--- src/rtl/pipe_scoreboard.sv ---
// pipe_scoreboard: decode-stage issue scheduler for the 5-stage pipeline.
//
// Keeps a per-register countdown until an in-flight result becomes
// forwardable, and tracks the single shared long-latency unit (iterative
// divider): whether it is busy, and which destination it will write.
// Each cycle it decides whether the ID instruction issues or stalls.
//
// Optional build macro: SB_DONE_BYPASS_EN. When it is defined, the
// long-unit writeback cycle already counts as "result available" and
// "unit free" for hazard checks, so a waiting consumer or a new long op
// issues in that same cycle.
//
// Ports:
//   clk, rst_n                  clock, async active-low reset
//   id_valid                    ID holds a valid instruction
//   id_rs1/_used, id_rs2/_used  source registers and their use flags
//   id_rd, id_reg_write         destination register and write enable
//   id_lat                      cycles after issue before rd is forwardable
//   id_long                     instruction uses the long-latency unit
//   ex_flush                    branch redirect, kills the ID instruction
//   lu_done, lu_rd              long-unit writeback strobe and destination
//   stall, issue                ID held / ID advances this cycle
//   pc_en, if_id_en             front-end enables (~stall)
//   bubble_sel                  insert NOP into ID/EX
//   lu_busy                     long unit occupied
//   stall_cycles                saturating stall-cycle counter
module pipe_scoreboard #(
  parameter int LAT_W = 2,
  parameter int CNT_W = 16
) (
  input  logic             clk,
  input  logic             rst_n,
  input  logic             id_valid,
  input  logic [4:0]       id_rs1,
  input  logic             id_rs1_used,
  input  logic [4:0]       id_rs2,
  input  logic             id_rs2_used,
  input  logic [4:0]       id_rd,
  input  logic             id_reg_write,
  input  logic [LAT_W-1:0] id_lat,
  input  logic             id_long,
  input  logic             ex_flush,
  input  logic             lu_done,
  input  logic [4:0]       lu_rd,
  output logic             stall,
  output logic             issue,
  output logic             pc_en,
  output logic             if_id_en,
  output logic             bubble_sel,
  output logic             lu_busy,
  output logic [CNT_W-1:0] stall_cycles
);

  // Entry 0 exists only to keep indexing uniform; it is held at zero so
  // x0 never produces a hazard.
  logic [LAT_W-1:0] cnt_q [32];
  logic [LAT_W-1:0] cnt_d [32];
  logic [31:0]      pend_q, pend_d, pend_eff;
  logic             lu_busy_q, lu_busy_d, busy_eff;
  logic [4:0]       lu_tag_q, lu_tag_d;
  logic [CNT_W-1:0] stall_cnt_q, stall_cnt_d;

  logic done_ok;
  logic rs1_haz, rs2_haz, raw, waw, strct;

  // The writeback always retires the tracked tag; lu_rd is informational.
  logic unused_lu_rd;
  assign unused_lu_rd = ^lu_rd;

  // lu_done with an idle unit is a stray strobe and is ignored.
  assign done_ok = lu_done & lu_busy_q;

  always_comb begin
    pend_eff = pend_q;
    busy_eff = lu_busy_q;
`ifdef SB_DONE_BYPASS_EN
    if (done_ok) begin
      pend_eff[lu_tag_q] = 1'b0;
      busy_eff           = 1'b0;
    end
`endif
  end

  assign rs1_haz = id_rs1_used & (id_rs1 != 5'd0) &
                   ((cnt_q[id_rs1] != '0) | pend_eff[id_rs1]);
  assign rs2_haz = id_rs2_used & (id_rs2 != 5'd0) &
                   ((cnt_q[id_rs2] != '0) | pend_eff[id_rs2]);
  assign raw     = rs1_haz | rs2_haz;
  assign waw     = id_reg_write & (id_rd != 5'd0) & pend_eff[id_rd];
  assign strct   = id_long & busy_eff;

  // ex_flush kills the ID instruction, so it can neither stall nor issue.
  assign stall        = id_valid & ~ex_flush & (raw | waw | strct);
  assign issue        = id_valid & ~ex_flush & ~stall;
  assign pc_en        = ~stall;
  assign if_id_en     = ~stall;
  assign bubble_sel   = stall | ex_flush;
  assign lu_busy      = lu_busy_q;
  assign stall_cycles = stall_cnt_q;

  always_comb begin
    for (int i = 0; i < 32; i++) begin
      cnt_d[i] = (cnt_q[i] != '0) ? cnt_q[i] - LAT_W'(1) : cnt_q[i];
    end
    if (issue & id_reg_write & (id_rd != 5'd0) & ~id_long) begin
      cnt_d[id_rd] = id_lat;
    end
    cnt_d[0] = '0;

    pend_d    = pend_q;
    lu_busy_d = lu_busy_q;
    lu_tag_d  = lu_tag_q;
    if (done_ok) begin
      lu_busy_d        = 1'b0;
      pend_d[lu_tag_q] = 1'b0;
    end
    // Applied after the clear so a same-cycle new long issue wins.
    if (issue & id_long) begin
      lu_busy_d = 1'b1;
      lu_tag_d  = id_rd;
      if (id_reg_write & (id_rd != 5'd0)) begin
        pend_d[id_rd] = 1'b1;
      end
    end
    pend_d[0] = 1'b0;

    stall_cnt_d = (stall && (stall_cnt_q != '1)) ? stall_cnt_q + CNT_W'(1)
                                                 : stall_cnt_q;
  end

  always_ff @(posedge clk or negedge rst_n) begin
    if (!rst_n) begin
      for (int i = 0; i < 32; i++) begin
        cnt_q[i] <= '0;
      end
      pend_q      <= '0;
      lu_busy_q   <= 1'b0;
      lu_tag_q    <= '0;
      stall_cnt_q <= '0;
    end else begin
      for (int i = 0; i < 32; i++) begin
        cnt_q[i] <= cnt_d[i];
      end
      pend_q      <= pend_d;
      lu_busy_q   <= lu_busy_d;
      lu_tag_q    <= lu_tag_d;
      stall_cnt_q <= stall_cnt_d;
    end
  end

endmodule

--- config.mk ---
export PLATFORM = sky130hd
export DESIGN_NAME = pipe_scoreboard
export DESIGN_NICKNAME = d
export VERILOG_FILES = /design/src/rtl/pipe_scoreboard.sv
export SDC_FILE = /design/constraint.sdc
export NUM_CORES = 1
export LEC_CHECK = 0
export ABC_AREA = 1
export BUFFER_PORTS_ARGS = -buffer_cell sky130_fd_sc_hd__buf_2
export CAP_MARGIN = 15
export CORE_AREA = 3 3 139 141
export DETAILED_ROUTE_END_ITERATION = 12
export DIE_AREA = 0 0 142 144
export HOLD_SLACK_MARGIN = 0.06
export PLACE_DENSITY = 0.62
export SYNTH_ARGS = -nofsm -noshare
export SYNTH_HDL_FRONTEND = slang
export SYNTH_SLANG_ARGS = --single-unit
--- constraint.sdc ---
create_clock -name clk -period 1.7 [get_ports clk]
set_input_delay 0 -clock clk [delete_from_list [all_inputs] [get_ports clk]]
set_output_delay 0 -clock clk [all_outputs]
set_load 0.1 [all_outputs]
### Word level (Yosys, flattened, before mapping)

Cells that the tools add are included.

| cells by class | value |
|---|---|
| bitwise operators | 30 |
| mux-type cells | 56 |
| add/sub/neg operators | 32 |
| reduce and logical (&&, ||, !) cells | 41 |
| equal/unequal tests | 1 |
| $lt $le $gt $ge | 10 |

Operators with widths:

| operator | count |
|---|---|
| 32-bit two-way mux | 3 |
| 2-bit two-way mux | 36 |
| 2-bit nonzero test | 34 |
| 64-bit bitwise mux | 1 |
| 62-bit two-way mux | 1 |
| 2-bit by 1-bit subtractor with 2-bit output, second input constant | 31 |
| 32-bit AND | 1 |
| 32-bit inverter | 1 |
| 32-bit bitwise OR | 1 |
| 5-bit by 6-bit < comparator with 1-bit output, second input constant | 4 |
| 2-bit binary-select mux with 5-bit select | 2 |
| 6-bit >= comparator, second input constant | 3 |
| 5-bit inverter with 6-bit output | 3 |
| 16-bit by 1-bit adder with 16-bit output, second input constant | 1 |
| 16-bit != test, second input constant | 1 |
| 1-bit AND | 15 |
| 1-bit binary-select mux with 5-bit select | 3 |
| 5-bit nonzero test | 3 |
| 1-bit demux with 5-bit select | 2 |
| 2-bit demux with 5-bit select | 1 |
| 5-bit by 1-bit >= comparator with 1-bit output, second input constant | 2 |
| 1-bit two-way mux | 7 |
| 6-bit by 1-bit < comparator with 1-bit output, second input constant | 1 |
| 1-bit bitwise OR | 6 |
| 2 further kinds | 7 |

| storage, ports and cells | value |
|---|---|
| logic and storage cells | 205 |
| output and inout port bits | 22 |
| bits of input ports | 31 |
| register bits after elaboration | 115 |

### Depth between registers and ports, before layout

Gate-level depths: netlist of the first run.

| logic depth | value |
|---|---|
| depth after elaboration | 17 |
| depth in mapped cells | 19 |
| gate-level depth less buffers | 17 |

### Worst setup path before layout of the first run

Ideal clock, no wire load.

| timing path | value |
|---|---|
| path kind | register to output |
| start point | reg lu_busy_q (netlist: lu_busy) |
| end point | out bubble_sel |
| required time | 1.700 ns |
| stages on the path, launching flop included | 7 |
| arrival time | 2.856 ns |
| slack | -1.156 ns |
| path buffers | 0 |
| cell sequence | dfrtp_1 > nand2_1 > inv_1 > a21oi_2 > nand3_2 > nand2_1 > nand2_1 |

| between the ends | value |
|---|---|
| longest elaborated chain between the ends | 4 |

RTL lines:

| item | RTL line | text |
|---|---|---|
| start, declared | 59 | `logic lu_busy_q, lu_busy_d, busy_eff;` |
| start signal, assigned | 145 | `lu_busy_q <= lu_busy_d;` |
| 1-bit AND | 90 | `assign strct = id_long & busy_eff;` |
| 1-bit bitwise OR | 93 | `assign stall = id_valid & ~ex_flush & (raw \| waw \| strct);` |
| 1-bit AND | 93 |  |
| 1-bit bitwise OR | 97 | `assign bubble_sel = stall \| ex_flush;` |
| end, declared | 49 | `output logic bubble_sel,` |

No other way between the ends.

### Final worst setup path of the first run

| timing path | value |
|---|---|
| start point | reg cnt_q[23] (netlist bit) |
| end point | out issue |

| between the ends | value |
|---|---|
| longest elaborated chain between the ends | 12 |
| elaborated cells between the ends (all ways) | 18 |
| classes of those cells | mux (6); bitwise (10); reduce/logical (2) |

RTL lines:

| item | RTL line | text |
|---|---|---|
| start, declared | 56 | `logic [LAT_W-1:0] cnt_q [32];` |
| start signal, assigned by index | 142 | `cnt_q[i] <= cnt_d[i];` |
| 2-bit binary-select mux with 5-bit select, on equally long branches | 85, 87 |  |
| 2-bit two-way mux, on equally long branches (2 in series) | 85, 87 |  |
| 2-bit nonzero test, on equally long branches | 85, 87 |  |
| 1-bit bitwise OR, on equally long branches | 85, 87 |  |
| 1-bit AND, on equally long branches | 84, 86 |  |
| 1-bit bitwise OR * | 88 | `assign raw = rs1_haz \| rs2_haz;` |
| 1-bit bitwise OR * (2 in series) | 93 |  |
| 1-bit AND * | 93 |  |
| 1-bit inverter * | 94 | `assign issue = id_valid & ~ex_flush & ~stall;` |
| 1-bit AND * | 94 |  |
| end, declared | 46 | `output logic issue,` |

Every way passes the cells marked *; elsewhere a longest branch is shown, timed or not. The select of a mux whose other input is x is not followed.

==> impl_metrics.toml, run 1 <==
[worst_setup_path]
crit_start = "cnt_q[23]"
slowest_stage = "dfrtp_1"
end_kind = "output port"
crit_cells = 16
arrival_ns = 2.40
critPathMaxStageDelay_ns = 0.39
crit_top_cell = "nand2_1"
required_ns = 1.70
setup.worst_path.class = "flip-flop to output port"
rrSetupSlack_ns = -0.69
reg2reg_depth = 20
crit_fanout = 3
crit_path_cell_trace = "inv_2 > nand2_2 > nand2_1 > nand2_1 > nor2_2 > nand2_1 > nand2_1 > nand3_1 > nand2_1 > nand2_1 > nand3_2 > buf_6 > nand3_4 > buf_6 > nor2_4 > buf_12"
r2r-end = "cnt_q[6]"
critPathLaunchType = "flip-flop"
reg2reg_from = "cnt_q[23]"
crit_end = "issue"
crit_buf_inv = 4
crit_family = "simple AND/OR/NAND/NOR gates"

[pwr]
total_power_uw = 9500
p_leak_uw = 0.00609
powerDensity_mw_per_mm2 = 832
ir_drop_uv = 792

[timing]
hold_slack_ns = 0.0869
min_period_over_period_pct = 141
min_period_ns = 2.40
worst_slew_pin_slew_ns = 0.792
fmax_mhz = 417
maxSlewViolCount = 0
hold_viol = 0
fin_skew_ns = 0.0156
rsz0062_at_grt = "true"
layout_setup_ws_ns = -0.699
setup_viol_count_final = 120
relSlewSlack_pct = 47.0

[global_route]
track_usage_pct = 29.6
antenna_found_initial = 0
first_global_vias = 9148
grt_max_degree = 56
overflow = 0
grt_pass1_wl_mm = 47.9

[yosys]
ys_seq_area_share_pct = 35.3
ys_seq_elements = 115
synth.distinct_cells = 30
synth_cells = 1311
synth.cell_area_sq_mm = 0.00816
synth_nets = 1343
syn_avg_cell_area_sq_um = 6.23
ys_warn_count = 0

[final_layout]
stdcell_area_sq_mm = 0.0114
final_layout_size_suffix_gt1_share_pct = 22.7
post-route-util_pct = 63.1
nNetsFinal = 1546
synthToLayoutAreaGrowth_pct = 39.8
n_antenna_cell = 0

[clock_network]
clock_latency_ns = 0.42
clock_path_buffers = 2
cts_buffers = 17
clkSinkCount = 115
clk_pin_slew_ns = 0.06
cts_tree = "done"
cts.htree.levels = 4
cts-root-buf = "clkbuf_16"

[placed_design]
dp_hpwl_mm = 19.8
portBuffers = 47
placed_area_sq_mm = 0.00985
gp_congestion = 0.948

[drt]
via_per_inst = 5.45
wirelength_mm = 30.6
routedWlPerCell_microns = 17.4
ant_nets = 0
drt_iter0_drc = 966
drtPass1Iterations = 6
vias = 9573
drt_drc_violations_left = 0

[status]
outcome = "finished, violations left"
failed_checks = "negative setup slack"

[die]
fp.coreArea_sq_mm = 0.0181
die_area_sq_mm = 0.0204
initial_core_util_pct = 45.1
die_w_microns = 142
row_count = 49
ioPinCount = 53
die_h_microns = 144

[run]
cap_violations = 0

[hold_path]
hold_path.class = "input pin to flip-flop"
==> Yosys cell counts (all sizes together) <==
cell type / number / area (sq um)
ha: 1 / 12.5
dfrtp: 115 / 2880
xor2: 11 / 96.3
nand4: 119 / 751
nand2: 501 / 1880
nor2: 124 / 483
o41ai: 1 / 8.76
nand3: 69 / 355
nor3: 18 / 90.1
xnor2: 3 / 26.3
o21ai: 114 / 571
clkbuf: 26 / 97.6
and2: 1 / 6.26
inv: 152 / 571
clkinv: 1 / 5.00
o31ai: 2 / 15.0
nor4: 3 / 18.8
a21oi: 13 / 68.8
buf: 37 / 225
==> cells by family (layout without fill, tap and decap cells) <==
logic type	Yosys count	count (layout)	synth area share, %
and+or+nand+nor	835	835	44.0
xor gates and xnor gates	14	14	1.50
buffers and inverters	216	432	11.0
AOI/OAI and AO/OA	130	130	8.13
DFF	115	115	35.3
adders and majority gates	1	1	0.153
==> registers in the layout (all words and copies together), names as in the netlist <==
signal	count
cnt_q	62
lu_busy	1
lu_tag_q	5
pend_eff	31
stall_cycles	16
==> power breakdown <==
part / internal (uW) / total, uW / switching, uW
sequential: 2890 / 3040 / 158
clock: 2640 / 4050 / 1410
combinational: 880 / 2400 / 1520
total: 6410 / 9500 / 3090
==> cell usage in the layout, fill, tap and decap left out, types with 3 or more instances in the layout <==
cell type | Yosys | routed
nor2_4 | 1 | 5
nor2_2 | 4 | 18
nor4_1 | 3 | 3
buf_12 | 0 | 24
inv_1 | 148 | 144
buf_4 | 4 | 136
clkinvlp_4 | 0 | 3
o21ai_0 | 113 | 112
nand2_1 | 500 | 484
buf_6 | 6 | 21
buf_8 | 0 | 7
dfrtp_2 | 0 | 5
nand3_4 | 0 | 3
inv_2 | 4 | 5
nor3_1 | 18 | 17
dlygate4sd3_1 | 0 | 10
a21oi_2 | 1 | 3
clkinv_2 | 1 | 4
buf_16 | 0 | 4
nand3_2 | 2 | 5
nand4_1 | 118 | 118
dfrtp_4 | 0 | 10
dfrtp_1 | 115 | 100
buf_2 | 21 | 41
nand2_2 | 1 | 14
bufinv_16 | 0 | 5
a21oi_1 | 12 | 9
xnor2_1 | 3 | 3
clkbuf_16 | 0 | 21
xor2_1 | 11 | 11
nand3_1 | 67 | 61
nor2_1 | 119 | 101
==> worst min-delay path, stage by stage <==
cell     delay (ns)
buf_2          0.17
buf_4          0.17
nand4_1        0.07
nand2_1        0.05
==> per-stage QoR <==
stage	TNS [ns]	setup WS (ns)	std cells
4_1_cts	-56.18	-0.587	1747
3_3_place_gp	-40.70	-0.378	1677
3_5_place_dp	-43.10	-0.404	1677
2_1_floorplan	-10.20	-0.315	1311
6_report	-72.85	-0.699	1756
5_1_grt	-88.00	-0.827	1756
==> layout make-up <==
type	instances	area, sq um
clock buffer	19	443
multi-input combinational	980	4610
clock inverter	13	206
tap	229	287
fill	1612	6670
sequential	115	2920
inverter	153	584
timing repair buffer	247	2360
==> worst min-delay path by stage <==
stage	slack [ns]	cells past startpoint	start	to
6_report	0.09	4	id_rd[0]	lu_tag_q[0]
5_1_grt	0.12	4	id_rd[0]	lu_tag_q[0]
4_1_cts	0.06	4	id_rd[0]	lu_tag_q[0]
3_5_place_dp	-0.09	1	rst_n	cnt_q[61]
3_3_place_gp	-0.09	1	rst_n	cnt_q[61]
2_1_floorplan	-0.30	0	rst_n	cnt_q[0]
==> timing repair <==
action	CTS	global route
gates cloned	10	7
hold buffers	10	0
gates resized for setup	51	49
buffers inserted	18	16
endpoints found under the setup margin	120	120
pin swaps	44	50
hold endpoints to repair	130	0
==> routing by layer <==
metal	GRT usage (%)	vias up	share of wire (%)
met2	48.2	444	46
li1	-	4638	-
met4	9.19	0	2.6
met5	0	-	0
met3	5.22	67	7.4
met1	40.4	4424	43
Power figures use the tool's default switching activity.
==> inputs of run 2 (changes only) <==
- CORE_AREA: 3 3 139 141 -> 3 3 147 149
- DIE_AREA: 0 0 142 144 -> 0 0 150 152
- PLACE_DENSITY: 0.62 -> 0.56
==> run 2 against run 1 <==
Effect of this change: wire length increased by 7.4%; final cell count increased by 3.0%; the flow still finishes with violations (negative setup slack); sequential power hardly changed; critical path depth shrank 4; core utilization shrank 4.7 points.
==> impl_metrics.toml, run 2 (synthesis results as in run 1) <==
[status]
outcome = "finished, violations left"
failed_checks = "negative setup slack"

[global_route]
grt_use_met3_pct = 5.48
grt_max_degree = 63
grt_pass1_wl_mm = 52.2
top_usage_layer = "met2"
first_global_vias = 9582
use_met1_pct = 41.1
antenna_found_initial = 0
overflow = 0
track_usage_pct = 28.9
grt_use_met2_pct = 44.2

[run]
cap_violations = 0

[timing]
setup_viol_count_final = 120
rsz0062_at_grt = "true"
worst_slew_pin_slew_ns = 0.586
maxSlewViolCount = 0
relSlewSlack_pct = 60.8
min_period_over_period_pct = 140
hold_viol = 0
fin_skew_ns = 0.00971
min_period_ns = 2.39
fmax_mhz = 419
layout_setup_ws_ns = -0.686

[hold_path]
holdPathStages = 4
hold_path.class = "input pin to flip-flop"

[pwr]
total_power_uw = 9570
powerDensity_mw_per_mm2 = 807
ir_drop_uv = 1200
p_leak_uw = 0.00619

[final_layout]
synthToLayoutAreaGrowth_pct = 45.3
layout_common_cells = "402 x nand2_1, 152 x buf_4, 142 x inv_1"
n_antenna_cell = 0
post-route-util_pct = 58.4
largest-register = "cnt_q"
nNetsFinal = 1558
layout.cells.non_filler = 1809
final_common_cell = "nand2_1"
final_layout_size_suffix_gt1_share_pct = 27.9
largest_reg_flops = 62

[die]
fp.coreArea_sq_mm = 0.0203
die_area_sq_mm = 0.0228
initial_core_util_pct = 40.2
die_w_microns = 150
die_h_microns = 152
ioPinCount = 53
row_count = 52

[placed_design]
gp_congestion = 0.915
dp_hpwl_mm = 20.3
portBuffers = 47
placed_cells = 1726
pre_cts_slack_ns = -0.407

[drt]
vias = 9840
ant_nets = 0
wirelength_mm = 32.8
drtPass1Iterations = 6
drt_iter0_drc = 1050
drt_drc_violations_left = 0
via_per_inst = 5.44
routedWlPerCell_microns = 18.2

[worst_setup_path]
setup.worst_path.class = "flip-flop to output port"
slowest_stage = "dfrtp_1"
end_kind = "output port"
reg2reg_depth = 16
critPathLaunchType = "flip-flop"
required_ns = 1.70
critPathMaxStageDelay_ns = 0.42
crit_path_cell_trace = "nand2_1 > nand2_1 > o21ai_1 > nand2_1 > nor2_1 > nand2_1 > a21oi_2 > buf_4 > nand3_4 > buf_6 > nor2_4 > buf_12"
arrival_ns = 2.39
crit_top_cell = "nand2_1"
crit_fanout = 3
rrSetupSlack_ns = -0.64

[clock_network]
clock_path_buffers = 2
clock_latency_ns = 0.43
cts.htree.levels = 4
clkSinkCount = 115
clk_pin_slew_ns = 0.06
cts_buffers = 17
cts_tree = "done"
cts-root-buf = "clkbuf_16"
run 2: cell types whose count changed in the layout (fill, tap and decap cells not counted), sizes merged:
cell,before,now
clkbuf,23,20
clkinvlp,3,4
buf,233,248
dlygate4sd3,10,9
run 2: layer usage:
metal	vias up	part of all wire [%]
met2	500	46
li1	4679	-
met4	0	2.4
met1	4592	43
met3	69	9.0
met5	-	0
run 2: through the flow:
stage                     setup TNS, ns  hold slack [ns]  instance area (sq um)
after floorplan                  -10.20           -0.296                   8360
after global placement           -39.66           -0.120                   9950
after detailed placement         -43.85           -0.119                   9950
after CTS                        -61.69           0.0608                  11800
after global routing             -79.48            0.118                  11900
final                            -67.68           0.0968                  11900
run 2: path summary, 6_finish.rpt:
check,start,endpoint
min reg2reg,pend_eff[12],pend_eff[12]
max,pend_eff[23],issue
max in group asynchronous,rst_n,cnt_q[25]
min,id_long,pend_eff[6]
min in group asynchronous,rst_n,cnt_q[31]
max reg2reg,pend_eff[23],stall_cycles[12]
run 2: repair_timing:
action,CTS,global route
hold buffers,9,0
pin swaps,14,32
endpoints found under the hold margin,127,0
resized for setup,122,92
buffers inserted,33,7
gates cloned,19,2
setup endpoints to repair,120,120
run 2: worst max-delay path, delay by kind of cell, from the launching register on:
kind | cells | cell delay [ns]
flops | 1 | 0.42
compound gates | 2 | 0.35
simple gates | 7 | 0.67
buf+inv | 3 | 0.50
run 2: area by class of cell:
class,count,area (sq um)
Clock buffer,18,429
Multi-Input combinational cell,980,4900
Clock inverter,14,210
Timing Repair Buffer,259,2480
Sequential cell,115,2920
Fill cell,1919,8440
Inverter,153,584
Tap cell,270,338
run 2: power by group:
group	internal [uW]	switching (uW)
sequential	2890	158
clock	2590	1420
combinational	918	1590
total	6400	3170
